`config.mk`:
```
export PLATFORM = sky130hd
export DESIGN_NAME = sprite_motion
export DESIGN_NICKNAME = d
export VERILOG_FILES = /design/src/rtl/sprite_motion.sv
export SDC_FILE = /design/constraint.sdc
export NUM_CORES = 1
export LEC_CHECK = 0
export ABC_AREA = 1
export CAP_MARGIN = 10
export CORE_UTILIZATION = 52
export CTS_CLUSTER_SIZE = 28
export DETAILED_ROUTE_END_ITERATION = 6
export HOLD_SLACK_MARGIN = 0.02
export PLACE_DENSITY = 0.83
export SETUP_SLACK_MARGIN = 0.05
export SLEW_MARGIN = 25
export SYNTH_ARGS = -nofsm -noshare
export SYNTH_HDL_FRONTEND = slang
export SYNTH_SLANG_ARGS = --single-unit
```
`constraint.sdc`:
```
create_clock -name clk_pix -period 4 [get_ports clk_pix]
set_clock_uncertainty 0.1 [all_clocks]
set_input_delay 0.8 -clock clk_pix [delete_from_list [all_inputs] [get_ports clk_pix]]
set_output_delay 0.8 -clock clk_pix [all_outputs]
set_load 0.005 [all_outputs]
```
`src/rtl/sprite_motion.sv`:
```
// sprite_motion: per-frame position engine for SPR_CNT sprite channels.
// A frame pulse starts a sequencer that steps one channel per clock; a register port loads channel state.
module sprite_motion #(
  parameter int CORDW   = 16,
  parameter int SPR_CNT = 4,
  parameter int H_RES   = 480,
  parameter int V_RES   = 272,
  parameter int SPR_W   = 64,
  parameter int SPR_H   = 64,
  parameter int VELW    = 4,
  localparam int IDXW   = (SPR_CNT > 1) ? $clog2(SPR_CNT) : 1
) (
  input  logic                       clk_pix,
  input  logic                       rst_pix,
  input  logic                       frame,
  input  logic                       wr_en,
  input  logic [IDXW-1:0]            wr_idx,
  input  logic [1:0]                 wr_sel,
  input  logic [CORDW-1:0]           wr_data,
  output logic [SPR_CNT*CORDW-1:0]   sprx,
  output logic [SPR_CNT*CORDW-1:0]   spry,
  output logic [SPR_CNT-1:0]         hit,
  output logic                       busy,
  output logic                       overrun
);

  localparam logic [0:0] ST_IDLE   = 1'b0;
  localparam logic [0:0] ST_UPDATE = 1'b1;

  localparam logic [1:0] MODE_STOP   = 2'd0;
  localparam logic [1:0] MODE_WRAP   = 2'd1;
  localparam logic [1:0] MODE_BOUNCE = 2'd2;
  localparam logic [1:0] MODE_RASTER = 2'd3;

  localparam logic [1:0] SEL_X    = 2'd0;
  localparam logic [1:0] SEL_Y    = 2'd1;
  localparam logic [1:0] SEL_VEL  = 2'd2;
  localparam logic [1:0] SEL_MODE = 2'd3;

  localparam logic [IDXW-1:0] LAST_IDX = IDXW'(SPR_CNT - 1);

  localparam logic signed [CORDW-1:0] ZERO_C  = '0;
  localparam logic signed [CORDW-1:0] HRES_C  = CORDW'(H_RES);
  localparam logic signed [CORDW-1:0] VRES_C  = CORDW'(V_RES);
  localparam logic signed [CORDW-1:0] HLAST_C = CORDW'(H_RES - 1);
  localparam logic signed [CORDW-1:0] VLAST_C = CORDW'(V_RES - 1);
  localparam logic signed [CORDW-1:0] HNEG_C  = CORDW'(-SPR_W);
  localparam logic signed [CORDW-1:0] VNEG_C  = CORDW'(-SPR_H);
  localparam logic signed [CORDW-1:0] HMAX_C  = CORDW'(H_RES - SPR_W);
  localparam logic signed [CORDW-1:0] VMAX_C  = CORDW'(V_RES - SPR_H);
  localparam logic signed [CORDW-1:0] SPRW_C  = CORDW'(SPR_W);
  localparam logic signed [CORDW-1:0] SPRH_C  = CORDW'(SPR_H);

  localparam logic signed [VELW-1:0] VEL_MIN = {1'b1, {(VELW-1){1'b0}}};
  localparam logic signed [VELW-1:0] VEL_MAX = {1'b0, {(VELW-1){1'b1}}};

  logic signed [CORDW-1:0] pos_x [SPR_CNT];
  logic signed [CORDW-1:0] pos_y [SPR_CNT];
  logic signed [VELW-1:0]  vel_x [SPR_CNT];
  logic signed [VELW-1:0]  vel_y [SPR_CNT];
  logic [1:0]              mode  [SPR_CNT];
  logic [SPR_CNT-1:0]      hit_r;
  logic [0:0]              state;
  logic [IDXW-1:0]         idx;

  logic signed [CORDW-1:0] cur_x, cur_y, nx, ny, upd_x, upd_y;
  logic signed [VELW-1:0]  cur_vx, cur_vy, upd_vx, upd_vy;
  logic [1:0]              cur_mode;
  logic                    upd_hit;

  function automatic logic signed [CORDW-1:0] sext_vel(input logic signed [VELW-1:0] v);
    sext_vel = {{(CORDW-VELW){v[VELW-1]}}, v};
  endfunction

  // The most negative velocity has no positive twin, so it reflects to the largest positive one.
  function automatic logic signed [VELW-1:0] neg_sat(input logic signed [VELW-1:0] v);
    if (v == VEL_MIN) neg_sat = VEL_MAX;
    else              neg_sat = -v;
  endfunction

  function automatic logic signed [CORDW-1:0] wrap_pos(
    input logic signed [CORDW-1:0] p,
    input logic signed [CORDW-1:0] lim,
    input logic signed [CORDW-1:0] last,
    input logic signed [CORDW-1:0] neg
  );
    if (p >= lim)      wrap_pos = neg;
    else if (p <= neg) wrap_pos = last;
    else               wrap_pos = p;
  endfunction

  // Stage: next-state of the channel selected by the sequencer
  always_comb begin
    cur_x    = pos_x[idx];
    cur_y    = pos_y[idx];
    cur_vx   = vel_x[idx];
    cur_vy   = vel_y[idx];
    cur_mode = mode[idx];
    nx       = cur_x + sext_vel(cur_vx);
    ny       = cur_y + sext_vel(cur_vy);
    upd_x    = cur_x;
    upd_y    = cur_y;
    upd_vx   = cur_vx;
    upd_vy   = cur_vy;
    upd_hit  = 1'b0;
    case (cur_mode)
      MODE_WRAP: begin
        upd_x = wrap_pos(nx, HRES_C, HLAST_C, HNEG_C);
        upd_y = wrap_pos(ny, VRES_C, VLAST_C, VNEG_C);
      end
      MODE_BOUNCE: begin
        if (nx < ZERO_C) begin
          upd_x = ZERO_C; upd_vx = neg_sat(cur_vx); upd_hit = 1'b1;
        end else if (nx > HMAX_C) begin
          upd_x = HMAX_C; upd_vx = neg_sat(cur_vx); upd_hit = 1'b1;
        end else begin
          upd_x = nx;
        end
        if (ny < ZERO_C) begin
          upd_y = ZERO_C; upd_vy = neg_sat(cur_vy); upd_hit = 1'b1;
        end else if (ny > VMAX_C) begin
          upd_y = VMAX_C; upd_vy = neg_sat(cur_vy); upd_hit = 1'b1;
        end else begin
          upd_y = ny;
        end
      end
      MODE_RASTER: begin
        if (cur_x < HRES_C) begin
          upd_x = cur_x + SPRW_C;
        end else begin
          upd_x = ZERO_C;
          upd_y = (cur_y < VRES_C) ? cur_y + SPRH_C : ZERO_C;
        end
      end
      default: ;
    endcase
  end

  // Stage: channel registers; register-port writes land after the update so they win per field
  always_ff @(posedge clk_pix) begin
    if (rst_pix) begin
      state   <= ST_IDLE;
      idx     <= '0;
      overrun <= 1'b0;
      hit_r   <= '0;
      for (int i = 0; i < SPR_CNT; i++) begin
        pos_x[i] <= '0;
        pos_y[i] <= '0;
        vel_x[i] <= '0;
        vel_y[i] <= '0;
        mode[i]  <= MODE_STOP;
      end
    end else begin
      case (state)
        ST_IDLE: begin
          if (frame) begin
            state <= ST_UPDATE;
            idx   <= '0;
          end
        end
        ST_UPDATE: begin
          if (frame) overrun <= 1'b1;
          pos_x[idx] <= upd_x;
          pos_y[idx] <= upd_y;
          vel_x[idx] <= upd_vx;
          vel_y[idx] <= upd_vy;
          hit_r[idx] <= upd_hit;
          if (idx == LAST_IDX) begin
            state <= ST_IDLE;
            idx   <= '0;
          end else begin
            idx <= idx + IDXW'(1);
          end
        end
        default: state <= ST_IDLE;
      endcase
      if (wr_en) begin
        case (wr_sel)
          SEL_X:   pos_x[wr_idx] <= wr_data;
          SEL_Y:   pos_y[wr_idx] <= wr_data;
          SEL_VEL: begin
            vel_x[wr_idx] <= wr_data[VELW-1:0];
            vel_y[wr_idx] <= wr_data[2*VELW-1:VELW];
          end
          SEL_MODE: mode[wr_idx] <= wr_data[1:0];
          default: ;
        endcase
      end
    end
  end

  assign busy = (state == ST_UPDATE);
  assign hit  = hit_r;

  for (genvar g = 0; g < SPR_CNT; g++) begin : g_pack
    assign sprx[g*CORDW +: CORDW] = pos_x[g];
    assign spry[g*CORDW +: CORDW] = pos_y[g];
  end

endmodule
```
==> parameters.txt, run 1 <==
Parameter                              Value

Hold path
  Hold Startpoint    overrun$_SDFFE_PP0P_
  Hold path depth    2
  Hold crit path type    reg -> reg
  Hold path endpoint    overrun$_SDFFE_PP0P_

CTS
  Number of buffers on the longest clock path    2
  Clock tree from TritonCTS    built
  Hold-fix buffers at CTS    0
  Cell at the root of the clock tree    sky130_fd_sc_hd__clkbuf_16
  Clock sink total    178
  H-tree levels    4
  Total CTS buffers    17
  Post-CTS clock slew at the launch and capture registers of the worst setup and hold paths    0.07 ns
  Clk Latency, worst-skew pair    0.45 ns

Timing
  Shortest clock period the worst path allows after layout    3.83 ns
  Slew at the pin closest to its max-slew limit    0.820 ns
  Sum Neg Setup Slack    0 ns
  Normalized max-slew margin    0.451
  Setup repair after global routing missed its margin    yes
  Slew Limit Fails    0
  Final Hold Viols    0
  Period Utilization, post-route    0.958
  Highest clock rate    261 MHz
  Final setup violating endpoints    0

Final layout
  Non-Filler Cell Area, Final    0.0168 mm^2
  Final core utilization    0.664
  Final cell count without fillers    2454
  Commonest cells after routing, fill and taps aside    sky130_fd_sc_hd__nand2_1 (747), sky130_fd_sc_hd__nand3_1 (251), sky130_fd_sc_hd__inv_1 (189)
  Count of nets after finishing    2176
  Layout cells sized above 1    0.115
  Diodes inserted    0
  Area Growth Syn to Fin    24.7%
  Most common cell after layout, fill and taps aside    sky130_fd_sc_hd__nand2_1

Floorplanning
  Std-Cell Core Area    0.0253 mm^2
  Die Height    163 um
  Initial core utilization    0.532
  DIE AREA    0.0266 mm^2
  Die extent in x    163 um
  Number of top-level pins    158
  Number of placement rows    58

Power
  Sequential fraction of design power    0.368
  Total leakage power    7.90 nW
  Power density over the cells    358 mW/mm^2
  Combinational cell fraction of total power    0.351
  Part of the total power dissipated in the clock network    0.280
  Max IR drop VDD    0.000280 V
  Power Internal    3.75 mW
  Net Sw Frac    0.378
  Reported net switching power    2.28 mW

Outcome
  Result of the run    complete, but fails checks
  Violated checks    design-rule violations

Logic synthesis
  Area share of the leading cell type in the synthesized netlist    0.374
  Sequential area share after synthesis    0.389
  Number of instances in the synthesized netlist    1936
  Average cell area after synthesis    6.97 um^2
  Cell taking the most area after synthesis    sky130_fd_sc_hd__edfxtp_1
  Warnings from Yosys    0
  Synthesized flop and latch total    178
  Distinct cell type count after synthesis    52
  Syn_nets    2001
  Largest cells by area after synthesis    sky130_fd_sc_hd__edfxtp_1 (37%), sky130_fd_sc_hd__nand2_1 (21%), sky130_fd_sc_hd__nand3_1 (9.7%)
  Area of the mapped netlist    0.0135 mm^2

Placed design
  Port buffer count    157
  Detail Placement HPWL    33.1 mm
  Area of placed instances    0.0155 mm^2
  RD Place Congestion    0.980
  Total instance count after detailed placement    2398

Critical path
  Arrival time of data at the critical path endpoint    3.93 ns
  Logic depth of the worst register-to-register path    22
  Launching element type of the critical path    flop
  Nature of the critical path endpoint    flop
  Critical-path maximum fanout    18
  Required time of the worst setup path    4.10 ns
  Reg2Reg Capture Point    pos_y[0][15]$_DFFE_PP_
  Setup slack on the worst flop-to-flop path    0.17 ns
  Type of the worst setup path    reg -> reg

Global route
  Via count of the first global-routing pass    13258
  Total GRT Usage    0.359
  Congestion Overflow GR    0
  Wire length of the first global-routing pass    71.8 mm
  Maximum number of pins on one net before global-route repair    55
  Number of antenna violations at the first check in global routing    0

Detailed routing
  Pre-Repair DR Iteration Count    7
  Detailed-route via count    14649
  Antenna violation net count after detailed routing    0
  Wire length after detailed routing    50.0 mm
  Violation count after the first detailed-routing iteration    1847
  Average vias per placed instance    5.97
  Number of remaining DRC errors    14
  Routed length per placed instance    20.4 um

Flow run
  Max-cap viol count    0
[power groups by stage]
stage	logic (mW)	registers, mW	clock network (mW)
floorplan	1.24	2.24	0
global route	2.30	2.23	1.73
finish	2.12	2.22	1.69
global placement	1.83	2.25	0
detailed placement	1.85	2.25	0
CTS	1.87	2.21	1.67
[area by class of cell]
| cell class | instances | area (um^2) |
|---|---|---|
| Fill cell | 2112 | 8520 |
| Multi-Input combinational cell | 1478 | 7510 |
| Sequential cell | 178 | 5250 |
| Timing Repair Buffer | 226 | 2250 |
| Inverter | 207 | 796 |
| Clock buffer | 18 | 429 |
| Tap cell | 330 | 413 |
| Clock inverter | 14 | 128 |
| Timing Repair inverter | 3 | 26.3 |
[kinds of logic (layout without fill, tap and decap cells)]
| family | Yosys count | after routing | share of synthesized area |
|---|---|---|---|
| and+or+nand+nor | 1232 | 1233 | 0.389 |
| buffers and inverters | 281 | 468 | 0.0882 |
| AOI/OAI and AO/OA | 189 | 189 | 0.0850 |
| DFF | 178 | 178 | 0.389 |
| adders and majority gates | 41 | 41 | 0.0392 |
| xor gates and xnor gates | 15 | 15 | 0.00974 |
[routing by layer]
metal	vias to the layer above	global-route usage	wire, um
li1	6695	-	-
met1	6687	0.453	17600
met2	1054	0.588	23000
met3	213	0.0759	7110
met4	0	0.169	2230
met5	-	0	0
[synthesized netlist by cell type (all sizes together)]
cell type  instances
buf               48
o211ai             6
fa                 2
o21bai             1
o31ai              2
clkinv             2
clkbuf            26
nor3              13
a32o               1
edfxtp           168
dfxtp             10
o2111ai            1
o22ai              5
xor2              11
a31oi              2
inv              205
and2               5
nor2             136
nand3            271
or2                1
a21oi             57
nand3b             8
a32oi             16
o21ai             97
nand4             15
nand2            783
a21o               1
xnor2              4
ha                39
[sequential cells by signal, summed over array words and instances, names as in the netlist, named ones only]
signal	cells
pos_x	64
vel_y	16
vel_x	16
pos_y	64
idx	2
mode	8
busy	1
hit	4
overrun	1
[per-stage QoR]
step                worst slack [ns]  power, mW  hold slack, ns
global placement              0.0423       4.08           0.353
detailed placement            0.0142       4.11           0.365
floorplan                      0.311       3.49           0.360
CTS                           0.0550       5.75           0.387
finish                         0.169       6.03           0.390
global route                 -0.0424       6.25           0.444
[how the worst max path moves through the flow]
stage          start                endpoint  slack (ns)  cells past startpoint
3_5_place_dp    flop  pos_x[3][13]$_DFFE_PP_        0.01                     19
4_1_cts         flop   pos_x[1][9]$_DFFE_PP_        0.05                     19
6_report        flop  pos_y[0][15]$_DFFE_PP_        0.17                     22
2_1_floorplan   flop   vel_x[0][1]$_DFFE_PP_        0.31                     22
5_1_grt         flop   vel_y[2][1]$_DFFE_PP_       -0.04                     19
3_3_place_gp    flop  pos_x[1][13]$_DFFE_PP_        0.04                     19
[critical path, cell delays in order (launching register included)]
cell,delay (ns)
sky130_fd_sc_hd__dfxtp_4,0.49
sky130_fd_sc_hd__buf_4,0.17
sky130_fd_sc_hd__clkbuf_16,0.18
sky130_fd_sc_hd__a21oi_1,0.10
sky130_fd_sc_hd__a32oi_2,0.34
sky130_fd_sc_hd__ha_4,0.28
sky130_fd_sc_hd__nand2_1,0.12
sky130_fd_sc_hd__inv_1,0.09
sky130_fd_sc_hd__a21oi_2,0.16
sky130_fd_sc_hd__nand2_1,0.11
sky130_fd_sc_hd__nand2_2,0.09
sky130_fd_sc_hd__nand3_1,0.12
sky130_fd_sc_hd__nand2_4,0.15
sky130_fd_sc_hd__nand2_1,0.07
sky130_fd_sc_hd__nor2_1,0.10
sky130_fd_sc_hd__nand3_1,0.08
sky130_fd_sc_hd__nand2_1,0.12
sky130_fd_sc_hd__o21ai_1,0.11
sky130_fd_sc_hd__nand2_2,0.18
sky130_fd_sc_hd__buf_4,0.16
sky130_fd_sc_hd__nand3_2,0.10
sky130_fd_sc_hd__nand3_1,0.10
sky130_fd_sc_hd__nand2_1,0.05
[timing repair]
item / 4_1_cts / 5_1_grt
setup buffers: 0 / 16
resized for setup: 1 / 96
setup endpoints to repair: 28 / 159
cloned: 0 / 8
pin swaps: 0 / 10
No activity file was read; power rests on OpenSTA's default activity.
==> inputs of run 2 (changes only) <==
==> constraint.sdc (replaced) <==
create_clock -name clk_pix -period 3.3 [get_ports clk_pix]
set_clock_uncertainty 0.1 [all_clocks]
set_input_delay 0.66 -clock clk_pix [delete_from_list [all_inputs] [get_ports clk_pix]]
set_output_delay 0.66 -clock clk_pix [all_outputs]
set_load 0.005 [all_outputs]
==> run 2 against run 1 <==
The run ends with design-rule violations, negative setup slack left. Sequential power rose by 22%. Core utilization is 13 points higher. Non-clock buffer count increased by 177. Critical path type unchanged.
==> parameters.txt, run 2 (synthesis results as in run 1) <==
Parameter                              Value

Outcome
  Result of the run    complete, but fails checks
  Violated checks    design-rule violations, negative setup slack

Detailed routing
  Detailed-route via count    16472
  Wire length after detailed routing    58.8 mm
  Number of remaining DRC errors    11
  Pre-Repair DR Iteration Count    7
  Average vias per placed instance    6.27
  Routed length per placed instance    22.4 um
  Antenna violation net count after detailed routing    0
  Violation count after the first detailed-routing iteration    2205

Timing
  Final Hold Viols    0
  Period Utilization, post-route    1.13
  Slew at the pin closest to its max-slew limit    0.884 ns
  Final setup violating endpoints    164
  Shortest clock period the worst path allows after layout    3.73 ns
  Setup repair after global routing missed its margin    yes
  Setup slack after layout    -0.432 ns
  Normalized max-slew margin    0.409
  Highest clock rate    268 MHz
  Slew Limit Fails    0

Placed design
  Port buffer count    157
  Area of placed instances    0.0169 mm^2
  Pre-CTS setup slack    -0.567 ns
  Total instance count after detailed placement    2552
  Detail Placement HPWL    36.6 mm
  RD Place Congestion    1.05

Global route
  Number of antenna violations at the first check in global routing    1
  Maximum number of pins on one net before global-route repair    42
  GR met2 Demand/Resource    0.688
  Total GRT Usage    0.417
  Wire length of the first global-routing pass    83.7 mm
  Congestion Overflow GR    0
  GR peak layer    met2
  Met3 Use GR    0.111
  Global-route met1 utilization    0.468
  Via count of the first global-routing pass    16207

Floorplanning
  Number of placement rows    58
  Number of top-level pins    158
  DIE AREA    0.0266 mm^2
  Die extent in x    163 um
  Die Height    163 um
  Std-Cell Core Area    0.0253 mm^2
  Initial core utilization    0.532

CTS
  Number of buffers on the longest clock path    2
  Post-CTS clock slew at the launch and capture registers of the worst setup and hold paths    0.08 ns
  Total CTS buffers    17
  Hold-fix buffers at CTS    0
  Clock tree from TritonCTS    built
  Clk Latency, worst-skew pair    0.46 ns
  Clock sink total    178
  H-tree levels    4
  Cell at the root of the clock tree    sky130_fd_sc_hd__clkbuf_16

Critical path
  Critical-path maximum fanout    7
  Arrival time of data at the critical path endpoint    3.95 ns
  Logic depth of the worst register-to-register path    24
  Required time of the worst setup path    3.52 ns
  Nature of the critical path endpoint    flop
  Type of the worst setup path    reg -> reg
  Launching element type of the critical path    flop

Final layout
  Final core utilization    0.795
  Area Growth Syn to Fin    49.3%
  Diodes inserted    0
  Commonest cells after routing, fill and taps aside    sky130_fd_sc_hd__nand2_1 (636), sky130_fd_sc_hd__buf_4 (203), sky130_fd_sc_hd__inv_1 (181)
  Count of nets after finishing    2351
  Non-Filler Cell Area, Final    0.0201 mm^2
  Layout cells sized above 1    0.321
  Top Registers    pos_x (64), pos_y (64)
  Most common cell after layout, fill and taps aside    sky130_fd_sc_hd__nand2_1
  Final cell count without fillers    2629

Power
  Max IR drop VDD    0.000311 V
  Pwr Total    8.80 mW
  Total leakage power    9.09 nW
  Power density over the cells    437 mW/mm^2

Hold path
  Hold crit path type    reg -> reg
  Hold path depth    2

Flow run
  Max-cap viol count    0
-- run 2: changes by cell type in the layout (fill, tap and decap cells not counted), sizes merged --
cell    change
clkinv      -6
buf       +179
inv         +2
bufinv      +2
clkbuf      -2
-- run 2: metal layers --
layer / vias up / share of wire
met4: 2 / 0.080
met2: 1387 / 0.46
met5: - / 0.00032
li1: 7055 / -
met3: 471 / 0.13
met1: 7557 / 0.33
-- run 2: final cells by class --
type | count | area [um^2]
Inverter | 207 | 793
Clock inverter | 14 | 189
Clock buffer | 18 | 429
Multi-Input combinational cell | 1478 | 9250
Timing Repair Buffer | 403 | 3790
Sequential cell | 178 | 5250
Timing Repair inverter | 1 | 8.76
Tap cell | 330 | 413
Fill cell | 1549 | 5200
-- run 2: path summary, 6_finish.rpt --
kind / startpoint / endpoint / slack (ns)
worst min register to register: overrun$_SDFFE_PP0P_ / overrun$_SDFFE_PP0P_ / 0.38
worst min-delay path: overrun$_SDFFE_PP0P_ / overrun$_SDFFE_PP0P_ / 0.38
worst max register to register: flop / pos_x[0][4]$_DFFE_PP_ / -0.43
worst max-delay path: flop / pos_x[0][4]$_DFFE_PP_ / -0.43
-- run 2: what timing repair did --
action,in CTS,in global routing
gates cloned,4,1
setup buffers,27,15
pin swaps,108,85
endpoints found under the setup margin,164,164
resized for setup,314,190
-- run 2: power by group --
part	internal [mW]	total, mW	switching [mW]
Sequential	2.61	2.70	0.0903
Combinational	1.54	3.84	2.30
Clock	1.22	2.26	1.03
Total	5.37	8.80	3.43
-- run 2: worst max-delay path, cell delays in order (launching register included) --
cell and delay (ns):
sky130_fd_sc_hd__dfxtp_4 0.43, sky130_fd_sc_hd__buf_12 0.14, sky130_fd_sc_hd__inv_6 0.05, sky130_fd_sc_hd__nand2_2 0.06, sky130_fd_sc_hd__nand3_2 0.11, sky130_fd_sc_hd__nand2_4 0.11
sky130_fd_sc_hd__clkinvlp_4 0.09, sky130_fd_sc_hd__buf_12 0.16, sky130_fd_sc_hd__buf_12 0.15, sky130_fd_sc_hd__ha_4 0.28, sky130_fd_sc_hd__a21oi_4 0.15, sky130_fd_sc_hd__nand2_2 0.09
sky130_fd_sc_hd__a21oi_2 0.19, sky130_fd_sc_hd__nand2_1 0.09, sky130_fd_sc_hd__nand2_2 0.09, sky130_fd_sc_hd__nand3_2 0.09, sky130_fd_sc_hd__nor2_4 0.22, sky130_fd_sc_hd__buf_6 0.13
sky130_fd_sc_hd__buf_6 0.09, sky130_fd_sc_hd__nand4_4 0.16, sky130_fd_sc_hd__nor2_1 0.19, sky130_fd_sc_hd__nor2_1 0.10, sky130_fd_sc_hd__nand2_4 0.11, sky130_fd_sc_hd__nand3_2 0.08
sky130_fd_sc_hd__nand2_2 0.08
-- run 2: stage by stage --
step / hold WS [ns] / TNS, ns
after global placement: 0.362 / -45.05
after floorplan: 0.360 / -2.52
after CTS: 0.384 / -15.75
after global routing: 0.428 / -72.97
after detailed placement: 0.367 / -60.75
final: 0.379 / -56.60
